--- src/rtl/contador_sincrono_decrescente.sv ---
// Synchronous down counter modulo MODULO with parallel load, one-shot stop at zero
// and a registered borrow pulse on wrap-around.
module contador_sincrono_decrescente #(
    parameter int WIDTH  = 4,
    parameter int MODULO = 16
) (
    input  logic             clk,
    input  logic             rst,
    input  logic             en,
    input  logic             load,
    input  logic [WIDTH-1:0] d,
    input  logic             one_shot,
    output logic [WIDTH-1:0] q,
    output logic             zero,
    output logic             borrow,
    output logic             done
);

    typedef enum logic {
        COUNT = 1'b0,
        DONE  = 1'b1
    } state_t;

    localparam logic [WIDTH-1:0] TOP = WIDTH'(MODULO - 1);

    state_t           state;
    state_t           state_next;
    logic [WIDTH-1:0] q_next;
    logic             borrow_next;

    always_ff @(posedge clk or posedge rst) begin
        if (rst) begin
            state  <= COUNT;
            q      <= TOP;
            borrow <= 1'b0;
        end else begin
            state  <= state_next;
            q      <= q_next;
            borrow <= borrow_next;
        end
    end

    // Load wins over everything; one_shot is only consulted when q is already 0.
    always_comb begin
        state_next  = state;
        q_next      = q;
        borrow_next = 1'b0;
        if (load) begin
            q_next     = (d > TOP) ? TOP : d;
            state_next = COUNT;
        end else if (state == DONE) begin
            q_next = '0;
        end else if (en) begin
            if (q == '0) begin
                if (one_shot) begin
                    q_next     = '0;
                    state_next = DONE;
                end else begin
                    q_next      = TOP;
                    borrow_next = 1'b1;
                end
            end else begin
                q_next = q - WIDTH'(1);
            end
        end
    end

    assign zero = (q == '0);
    assign done = (state == DONE);

endmodule

--- config.mk ---
export PLATFORM = sky130hd
export DESIGN_NAME = contador_sincrono_decrescente
export DESIGN_NICKNAME = d
export VERILOG_FILES = /design/src/rtl/contador_sincrono_decrescente.sv
export SDC_FILE = /design/constraint.sdc
export NUM_CORES = 1
export LEC_CHECK = 0
export ABC_CLOCK_PERIOD_IN_PS = 3700
export CELL_PAD_IN_SITES_DETAIL_PLACEMENT = 0
export CELL_PAD_IN_SITES_GLOBAL_PLACEMENT = 2
export CORE_MARGIN = 10
export CORE_UTILIZATION = 24
export DETAILED_ROUTE_END_ITERATION = 8
export GPL_ROUTABILITY_DRIVEN = 0
export PLACE_DENSITY = 0.89
export RECOVER_POWER = 25
export SETUP_SLACK_MARGIN = 0.2
export SYNTH_ARGS = -nofsm -noshare
export SYNTH_HDL_FRONTEND = slang
export SYNTH_SLANG_ARGS = --single-unit
export TNS_END_PERCENT = 10
--- constraint.sdc ---
create_clock -name clk -period 3.7 [get_ports clk]
set_clock_uncertainty 0.05 [all_clocks]
set_input_delay 0.74 -clock clk [delete_from_list [all_inputs] [get_ports clk]]
set_output_delay 0.74 -clock clk [all_outputs]
set_load 0.01 [all_outputs]
=== Word level (Yosys, flattened, before mapping) ===
Cells that the tools add are included.

* Bits in registers: 6
* Input port bits: 9
* Output and inout port bits: 7
* Word-level logic and storage cells: 23

* Add/sub/neg operators: 1
* Magnitude comparators: 1
* Muxes and demuxes: 16
* Reductions and logical operators: 2

{| class="wikitable"
|+ Operator list
! operator !! number
|-
| 2-to-1 mux 4 bit || 6
|-
| 2-to-1 mux 1 bit || 10
|-
| greater-than comparator 4 bit, second input constant || 1
|-
| logical NOT 4 bit || 1
|-
| subtractor 4 x 1 -> 4 bit, second input constant || 1
|-
| nonzero test 3 bit || 1
|}

=== Depth between registers and ports, before layout ===
Gate-level depths: netlist of the first run.

* Depth after elaboration: 5
* Gate-level depth with buffers: 6
* Mapped depth without buffers: 6

=== Least setup slack after synthesis of the first run ===
OpenSTA, ideal clock, no wires.

* Kind: register to output
* Start: register q[0]
* End: output port zero
* Arrival: 998 ps
* Required time: 2910 ps
* Setup slack: 1912 ps
* Stages on the path, launching flop included: 4
* Buffers on the path: 0
* Cell sequence: dfstp_2 inv_1 ha_1 nor3b_4

* Cells in the longest elaborated chain, start to end: 1

{| class="wikitable"
|+ RTL lines
! what !! RTL line !! source
|-
| from (decl) || 13 || <nowiki>output logic [WIDTH-1:0] q,</nowiki>
|-
| from (signal assigned) || 38 || <nowiki>q <= q_next;</nowiki>
|-
| logical NOT 4 bit || 68 || <nowiki>assign zero = (q == '0);</nowiki>
|-
| to (decl) || 14 || <nowiki>output logic zero,</nowiki>
|}

Every way passes these cells.

=== Worst setup path in the final report of the first run ===
Ends and elaborated chain as after synthesis.

==> metrics, run 1 <==
Residual DRC 0; die height 60.0 um; drt pass-1 iters 4; CTS clk-pin slew, worst paths 0.04 ns; die area 3600 um2; power share of the combinational group 36.2%; RSZ-0062 raised after global routing no; final worst-path cycle share 70.6%; most common cell after layout, fill and taps aside clkdlybuf4s50_1; placed cell areas 538 um2; die width 60.0 um; final layout net count 71; first-pass GRT wire length 1590 um; Reg power frac 39.1%; Max Cap Violations 0; Fin Setup TNS 0 ns; synth top area cells dfstp_2 27%, dfrtp_1 13%, a31oi_1 8.1%, nand2_1 7.8%, ha_1 6.5%; num rows 14; hold_buf cts 0; cts repair resizes 0; Final ANT Viol Nets 0; number of global-route vias before repair 347; fin area 564 um2; library cells used by synthesis 18; total core area 1510 um2; Area growth syn-to-layout 46.9%; CP Class reg -> out; clock network power share 24.7%; synthesized area 384 um2; Final Hold Vio Count 0; crit-path max cell delay 0.61 ns; Slew Limit Fails 0; H-Tree Level Count 1; leading area contributor after synthesis dfstp_2; Setup Buffers After CTS 0; Wirelength per Cell 12.5 um; top-area cell type share of the netlist area 27.4%; crit-path cells inv_1, ha_1, nor3b_4, clkdlybuf4s50_1; largest net degree at the start of global routing 9; Clock Tree Root clkbuf_4; Final WS setup 1.09 ns; power per cell area 483 nW/um2; internal power 184 uW; vias 352; post-synthesis sequential area ratio 40.4%; Initial DRC Count 4; Clk Latency, worst-skew pair 0.25 ns; FF+latch count, synth 6; starting density of the core 25.5%; setup slack after placement 1.32 ns; Pwr Total 273 uW; routed vias/inst 4.69; routed wire length 941 um; clock sinks 6; Worst EP required 2.91 ns; GRT Util Overall 5.89%; CTS Buf Count 3; P_leak 0.236 nW; fraction of layout cells with a size suffix above 1 15.3%; synthesis warning total 0; Crit. End Element output port; Hold Path Class reg -> reg; TritonCTS clock tree built; Syn Inst Count 42; CP max-delay cell clkdlybuf4s50_1; gr ovfl total 0; n_diodes 0; status completed; io pins 16; Sw Share 32.4%; relative slew slack 74.7%; syn avg cell area 9.15 um2; clk buf depth 2; initial antenna violation count 0; Max Freq 383 MHz; CP Launch Type register; crit path max fanout 7; Final setup viols 0; Psw 88.4 uW; Tightest Pin Transition 0.378 ns; hpwl dp 775 um; port buffer count 15; post-synth net total 53; peak supply drop 0.117 mV; Critical Path AT 1.82 ns; most frequent cells in the layout 14 x clkdlybuf4s50_1, 8 x nand2_1, 5 x a31oi_1; crit path time final 2.61 ns
-- final timing paths --
check                            startpoint  cells after the start          endpoint  slack [ns]
min in group asynchronous               rst                      2  borrow$_DFF_PP0_        0.78
setup reg to reg           q[0]$_DFFE_PP1P_                      6  q[3]$_DFFE_PP1P_        1.97
max in group asynchronous               rst                      2  q[1]$_DFFE_PP1P_        2.56
setup / recovery           q[0]$_DFFE_PP1P_                      4              zero        1.09
hold reg to reg            q[1]$_DFFE_PP1P_                      2  q[1]$_DFFE_PP1P_        0.47
hold / removal             q[1]$_DFFE_PP1P_                      2  q[1]$_DFFE_PP1P_        0.47
-- critical path: cells and delay by family (launching register included) --
family	cells	cell delay [ns]
buffers and inverters	2	0.70
and+or+nand+nor	1	0.33
DFF	1	0.38
adders and majority gates	1	0.17
-- flip-flops by register name, indices dropped and copies added (netlist names) --
signal,cells
done,1
q,4
borrow,1
-- through the flow --
| step | hold slack (ns) | utilization [%] | cells |
|---|---|---|---|
| 2_1_floorplan | 0.467 | - | 42 |
| 3_3_place_gp | 0.463 | 35.7 | 71 |
| 3_5_place_dp | 0.463 | 35.7 | 71 |
| 4_1_cts | 0.469 | 37.5 | 75 |
| 5_1_grt | 0.504 | 37.5 | 75 |
| 6_report | 0.466 | 37.5 | 75 |
-- per-layer routing --
layer / wire length (um) / vias to the layer above / GRT usage (%)
met5: 0 / - / 0
met2: 420 / 15 / 7.79
li1: - / 181 / -
met3: 102 / 2 / 2.54
met1: 392 / 154 / 7.07
met4: 25 / 0 / 4.81
-- layout make-up --
type	count	area (um2)
Clock buffer	4	26.3
Fill cell	150	942
Inverter	4	15.0
Multi-Input combinational cell	30	198
Sequential cell	6	155
Tap cell	16	20.0
Timing Repair Buffer	15	150
-- synth_stat cells (all sizes together) --
| master | count |
|---|---|
| a211oi | 1 |
| a21oi | 2 |
| a31oi | 5 |
| buf | 2 |
| dfrtp | 2 |
| dfstp | 4 |
| ha | 2 |
| inv | 4 |
| nand2 | 8 |
| nand3b | 1 |
| nor2 | 4 |
| nor3b | 1 |
| nor4 | 1 |
| o21ai | 2 |
| o311ai | 1 |
| or3 | 1 |
| or3b | 1 |
-- power groups by stage --
| stage | logic, mW | registers (mW) | clock network (mW) |
|---|---|---|---|
| final | 0.0987 | 0.107 | 0.0672 |
| after floorplan | 0.0494 | 0.111 | 0 |
| after detailed placement | 0.100 | 0.108 | 0 |
| after global placement | 0.101 | 0.107 | 0 |
| after CTS | 0.100 | 0.107 | 0.0700 |
| after global routing | 0.112 | 0.110 | 0.0738 |
-- cells by family (layout without fill, tap and decap cells) --
group	count (synthesis)	after routing	synth area share, %
compound gates	11	11	20.8
fa+ha+maj	2	2	6.51
buf+inv	6	23	8.14
simple gates	17	17	24.1
flops	6	6	40.4
Power figures use the tool's default switching activity.
==> run 2: changes to the inputs <==
--- a/config.mk
+++ b/config.mk
@@ -5,14 +5,14 @@
 export SDC_FILE = /design/constraint.sdc
 export NUM_CORES = 1
 export LEC_CHECK = 0
-export ABC_CLOCK_PERIOD_IN_PS = 3700
+export ABC_CLOCK_PERIOD_IN_PS = 2160
 export CELL_PAD_IN_SITES_DETAIL_PLACEMENT = 0
 export CELL_PAD_IN_SITES_GLOBAL_PLACEMENT = 2
 export CORE_MARGIN = 10
-export CORE_UTILIZATION = 24
+export CORE_UTILIZATION = 20
 export DETAILED_ROUTE_END_ITERATION = 8
 export GPL_ROUTABILITY_DRIVEN = 0
-export PLACE_DENSITY = 0.89
+export PLACE_DENSITY = 0.8
 export RECOVER_POWER = 25
 export SETUP_SLACK_MARGIN = 0.2
 export SYNTH_ARGS = -nofsm -noshare
==> constraint.sdc (replaced) <==
create_clock -name clk -period 2.16 [get_ports clk]
set_clock_uncertainty 0.05 [all_clocks]
set_input_delay 0.432 -clock clk [delete_from_list [all_inputs] [get_ports clk]]
set_output_delay 0.432 -clock clk [all_outputs]
set_load 0.01 [all_outputs]
==> run 2 against run 1 <==
- register-to-register slack worse by 1.7 ns
- power up 81%
- combinational power up 100%
- count of clock-buffer cells in the layout unchanged
- sequential cell count unchanged
- clock power up 67%
==> metrics, run 2 (synthesis gave the netlist of run 1 again) <==
status completed (unchanged); Final ANT Viol Nets 0 (unchanged); reg2reg setup slack 0.30 ns (was 1.97 ns); total core area 1780 um2 (was 1510 um2); CTS clk-pin slew, worst paths 0.05 ns (was 0.04 ns); power per cell area 802 nW/um2 (was 483 nW/um2); peak supply drop 0.222 mV (was 0.117 mV); Hold Path Class in -> async (was reg -> reg); H-Tree Level Count 1 (unchanged); Final WS setup 0.272 ns (was 1.09 ns); clock sinks 6 (unchanged); Util after Layout 34.5% (was 37.5%); Crit. End Element output port (unchanged); Area growth syn-to-layout 60.3% (was 46.9%); number of global-route vias before repair 414 (was 347); clk buf depth 2 (unchanged); Tightest Pin Transition 0.265 ns (was 0.378 ns); GRT Util Overall 5.39% (was 5.89%); die area 4070 um2 (was 3600 um2); Residual DRC 0 (unchanged); routed vias/inst 4.24 (was 4.69); Slew Limit Fails 0 (unchanged); CP Launch Type register (unchanged); die height 63.8 um (was 60.0 um); fraction of layout cells with a size suffix above 1 23.8% (was 15.3%); relative slew slack 82.3% (was 74.7%); Initial DRC Count 14 (was 4); max reg flops 4 (unchanged); Reg2Reg Depth 7 (was 6); Final Hold Vio Count 0 (unchanged); initial antenna violation count 0 (unchanged); vias 373 (was 352); RSZ-0062 raised after global routing no (unchanged); gr ovfl total 0 (unchanged); P_leak 0.256 nW (was 0.236 nW); Max Cap Violations 0 (unchanged); Clk Latency, worst-skew pair 0.25 ns (about the same); Worst EP required 1.68 ns (was 2.91 ns); crit path time final 1.89 ns; num rows 15 (was 14); drt pass-1 iters 3 (was 4); final layout net count 75 (was 71); CP Class reg -> out (unchanged); Wirelength per Cell 12.3 um (was 12.5 um); Fin Setup TNS 0 ns (unchanged); final worst-path cycle share 87.4%; CTS Buf Count 3 (unchanged); most frequent cells in the layout 13 x clkdlybuf4s50_1, 8 x nand2_1, 5 x a31oi_1 (was 14 x clkdlybuf4s50_1, 8 x nand2_1, 5 x a31oi_1); starting density of the core 21.5% (was 25.5%); io pins 16 (unchanged); worst r2r src q[0]$_DFFE_PP1P_ (unchanged); setup slack after placement 0.223 ns (was 1.32 ns); largest net degree at the start of global routing 9 (unchanged); most common cell after layout, fill and taps aside clkdlybuf4s50_1 (unchanged); Biggest register q (unchanged); hold_buf cts 0 (unchanged); first-pass GRT wire length 1710 um (was 1590 um); RR Endpoint q[3]$_DFFE_PP1P_ (unchanged); crit path max fanout 3 (was 7); hpwl dp 883 um (was 775 um); Max Freq 530 MHz; routed wire length 1080 um (was 941 um); die width 63.8 um (was 60.0 um); Critical Path AT 1.41 ns (was 1.82 ns); n_diodes 0 (unchanged); Clock Tree Root clkbuf_4 (unchanged); port buffer count 15 (unchanged); TritonCTS clock tree built (unchanged); Final setup viols 0 (unchanged)
[run 2: final cells by class]
| class | count | area (um2) |
|---|---|---|
| Fill cell | 185 | 1170 |
| Clock buffer | 4 | 26.3 |
| Multi-Input combinational cell | 30 | 208 |
| Sequential cell | 6 | 155 |
| Timing Repair Buffer | 19 | 180 |
| Inverter | 4 | 15.0 |
| Tap cell | 25 | 31.3 |
[run 2: critical path, cell delays in order (launching register included)]
cell	delay, ns
dfstp_2	0.52
buf_4	0.11
clkdlybuf4s50_1	0.53
[run 2: routing by layer]
metal | up-vias | routed length (um) | GRT usage, %
li1 | 189 | - | -
met4 | 0 | 17 | 5.74
met2 | 11 | 501 | 7.96
met3 | 2 | 68 | 2.09
met5 | - | 0 | 0
met1 | 171 | 495 | 5.52
[run 2: where the power goes]
part           total [mW]  internal, mW  switching, mW
sequential          0.179         0.150         0.0296
clock               0.112        0.0701         0.0417
combinational       0.202         0.112         0.0901
total               0.493         0.332          0.161
[run 2: worst max-delay path by stage]
| stage | end | start |
|---|---|---|
| after floorplan | q[3]$_DFFE_PP1P_ | q[0]$_DFFE_PP1P_ |
| after global placement | zero | q[0]$_DFFE_PP1P_ |
| after detailed placement | zero | q[0]$_DFFE_PP1P_ |
| after CTS | zero | q[0]$_DFFE_PP1P_ |
| after global routing | q[3]$_DFFE_PP1P_ | q[0]$_DFFE_PP1P_ |
| final | q[0] | q[0]$_DFFE_PP1P_ |
[run 2: repair_timing]
item | CTS | global route
pin swaps | 0 | 3
setup endpoints to repair | 1 | 4
buffers inserted | 0 | 2
resized for setup | 2 | 2
[run 2: metrics by stage]
| step | cell area, um2 | hold WS, ns | power (mW) | std cells |
|---|---|---|---|---|
| finish | 616 | 0.486 | 0.493 | 88 |
| global route | 616 | 0.513 | 0.526 | 88 |
| CTS | 591 | 0.348 | 0.481 | 86 |
| detailed placement | 564 | 0.470 | 0.367 | 82 |
| global placement | 564 | 0.464 | 0.367 | 82 |
| floorplan | 384 | 0.170 | 0.275 | 42 |
==> run 3: changes to the inputs <==
--- a/config.mk
+++ b/config.mk
@@ -12,7 +12,7 @@
 export CORE_UTILIZATION = 20
 export DETAILED_ROUTE_END_ITERATION = 8
 export GPL_ROUTABILITY_DRIVEN = 0
-export PLACE_DENSITY = 0.8
+export PLACE_DENSITY = 0.79
 export RECOVER_POWER = 25
 export SETUP_SLACK_MARGIN = 0.2
 export SYNTH_ARGS = -nofsm -noshare
==> run 3 against run 2 <==
- die area unchanged
- global-route usage up 0.53 points
- fmax up 0.19%
- count of clock-buffer cells in the layout unchanged
- register-to-register slack about the same
- power down 3.0%
- utilization down 1.7 points
- sequential power up 3%
- via count down 7.2%
- non-clock buffer count down 2
- cell count down 2.3%
==> metrics, run 3 (synthesis gave the netlist of run 1 again) <==
status completed (unchanged); RSZ-0062 raised after global routing yes (was no); Hold Path Class reg -> reg (was in -> async); power per cell area 817 nW/um2 (was 802 nW/um2); Sequential Area 155 um2 (unchanged); starting density of the core 21.5% (unchanged); Critical Path Start q[2]$_DFFE_PP1P_ (was q[0]$_DFFE_PP1P_); crit-path cells clkdlybuf4s50_1 (was buf_4, clkdlybuf4s50_1); peak supply drop 0.256 mV (was 0.222 mV); die area 4070 um2 (unchanged); clock sinks 6 (unchanged); num rows 15 (unchanged); clk buf depth 2 (unchanged); Final setup viols 0 (unchanged); Clock Tree Root clkbuf_4 (unchanged); Crit. End Element output port (unchanged); hpwl dp 847 um (was 883 um); max reg flops 4 (unchanged); die width 63.8 um (unchanged); Biggest register q (unchanged); Setup Buffers After CTS 0 (unchanged); reg2reg setup slack 0.31 ns (was 0.30 ns); Clk Latency, worst-skew pair 0.25 ns (about the same); Reg2Reg Depth 7 (unchanged); Final Hold Vio Count 0 (unchanged); die height 63.8 um (unchanged); number of global-route vias before repair 382 (was 414); area of the multi-input gates 198 um2 (was 208 um2); routed wire length 1080 um (about the same); relative slew slack 82.7% (was 82.3%); n_diodes 0 (unchanged); Critical Path AT 1.40 ns (was 1.41 ns); routed vias/inst 4.02 (was 4.24); drt pass-1 iters 4 (was 3); crit-path max cell delay 0.60 ns (was 0.53 ns); Critical Path Stages 1 (was 2); gr ovfl total 0 (unchanged); fraction of layout cells with a size suffix above 1 19.7% (was 23.8%); Worst EP required 1.68 ns (about the same); CP Launch Type register (unchanged); CP max-delay cell dfstp_2 (was clkdlybuf4s50_1); total core area 1780 um2 (unchanged); final layout net count 73 (was 75); Util after Layout 32.8% (was 34.5%); initial antenna violation count 0 (unchanged); first-pass GRT wire length 1880 um (was 1710 um); worst r2r src q[0]$_DFFE_PP1P_ (unchanged); io pins 16 (unchanged); CP Buf/Inv Count 1 (was 2); most common cell after layout, fill and taps aside clkdlybuf4s50_1 (unchanged); Max Cap Violations 0 (unchanged); port buffer count 15 (unchanged); largest net degree at the start of global routing 9 (unchanged); CTS Buf Count 3 (unchanged); Max Freq 531 MHz (was 530 MHz); Slew Limit Fails 0 (unchanged); CP Capture Point q[2] (was q[0]); CTS clk-pin slew, worst paths 0.05 ns (about the same); final worst-path cycle share 87.2% (was 87.4%); crit path max fanout 6 (was 3); Initial DRC Count 8 (was 14); min-delay src q[0]$_DFFE_PP1P_; Residual DRC 0 (unchanged); CP Class reg -> out (unchanged); hold_buf cts 0 (unchanged); Area growth syn-to-layout 52.4% (was 60.3%); TritonCTS clock tree built (unchanged); P_leak 0.247 nW (was 0.256 nW); crit path time final 1.88 ns (was 1.89 ns); RR Endpoint q[3]$_DFFE_PP1P_ (unchanged); most frequent cells in the layout 13 x clkdlybuf4s50_1, 8 x nand2_1, 5 x a31oi_1 (unchanged); H-Tree Level Count 1 (unchanged); Fin Setup TNS 0 ns (unchanged); GRT Util Overall 5.92% (was 5.39%); Wirelength per Cell 12.6 um (was 12.3 um); family with the most delay on the worst path flip-flops (was buffers and inverters); Tightest Pin Transition 0.255 ns (was 0.265 ns); Final ANT Viol Nets 0 (unchanged); Filler cells 192 (was 185); vias 346 (was 373)
-- run 3: changes by cell type in the layout (fill, tap and decap cells not counted) --
cell and change:
buf_4 -2, o311ai_1 +1, ha_1 +1, clkdlybuf4s15_1 -1, o311ai_2 -1, clkbuf_2 +1
ha_2 -1
-- run 3: worst min path at each step --
| stage | slack [ns] | end | cells past startpoint |
|---|---|---|---|
| after floorplan | 0.17 | borrow$_DFF_PP0_ | 1 |
| after global placement | 0.46 | q[1]$_DFFE_PP1P_ | 2 |
| after detailed placement | 0.46 | q[0]$_DFFE_PP1P_ | 2 |
| after CTS | 0.36 | borrow$_DFF_PP0_ | 2 |
| after global routing | 0.50 | q[1]$_DFFE_PP1P_ | 2 |
| final | 0.47 | q[0]$_DFFE_PP1P_ | 2 |
-- run 3: cell type report --
class | count | share of cell area, %
repair buffers | 17 | 27.4
flip-flops and latches | 6 | 26.5
clock buffers | 4 | 4.49
multi-input cells | 30 | 33.8
well taps | 25 | 5.34
inverters | 4 | 2.56
-- run 3: routing by layer --
metal / vias to the layer above / share of wire (%) / global-route usage, %
met5: - / 0 / 0
met4: 0 / 2.5 / 5.74
met3: 2 / 5.6 / 1.57
met2: 9 / 43 / 8.83
met1: 150 / 49 / 6.61
li1: 185 / - / -
-- run 3: what timing repair did --
item | 4_1_cts | 5_1_grt
pin swaps | 0 | 1
gates resized for setup | 2 | 1
setup endpoints to repair | 1 | 4
-- run 3: per-stage QoR --
step                hold slack (ns)  std cells  cell area (um2)  total power, mW  setup slack (ns)
finish                        0.472         86              586            0.479             0.275
global route                  0.500         86              586            0.519             0.158
CTS                           0.357         86              591            0.491             0.213
detailed placement            0.465         82              564            0.368             0.242
global placement              0.462         82              564            0.365             0.253
floorplan                     0.170         42              384            0.275             0.485
-- run 3: worst register-to-register path: stages (launching register included) --
cell      delay, ns
dfstp_2        0.55
inv_1          0.07
ha_1           0.21
nor3b_4        0.15
buf_4          0.16
a211oi_4       0.26
o311ai_1       0.15
a31oi_1        0.18
-- run 3: report_power, final --
part | switching [mW] | internal (mW) | total (mW)
Sequential | 0.0338 | 0.150 | 0.184
Combinational | 0.0770 | 0.0972 | 0.174
Clock | 0.0499 | 0.0706 | 0.121
Total | 0.161 | 0.318 | 0.479
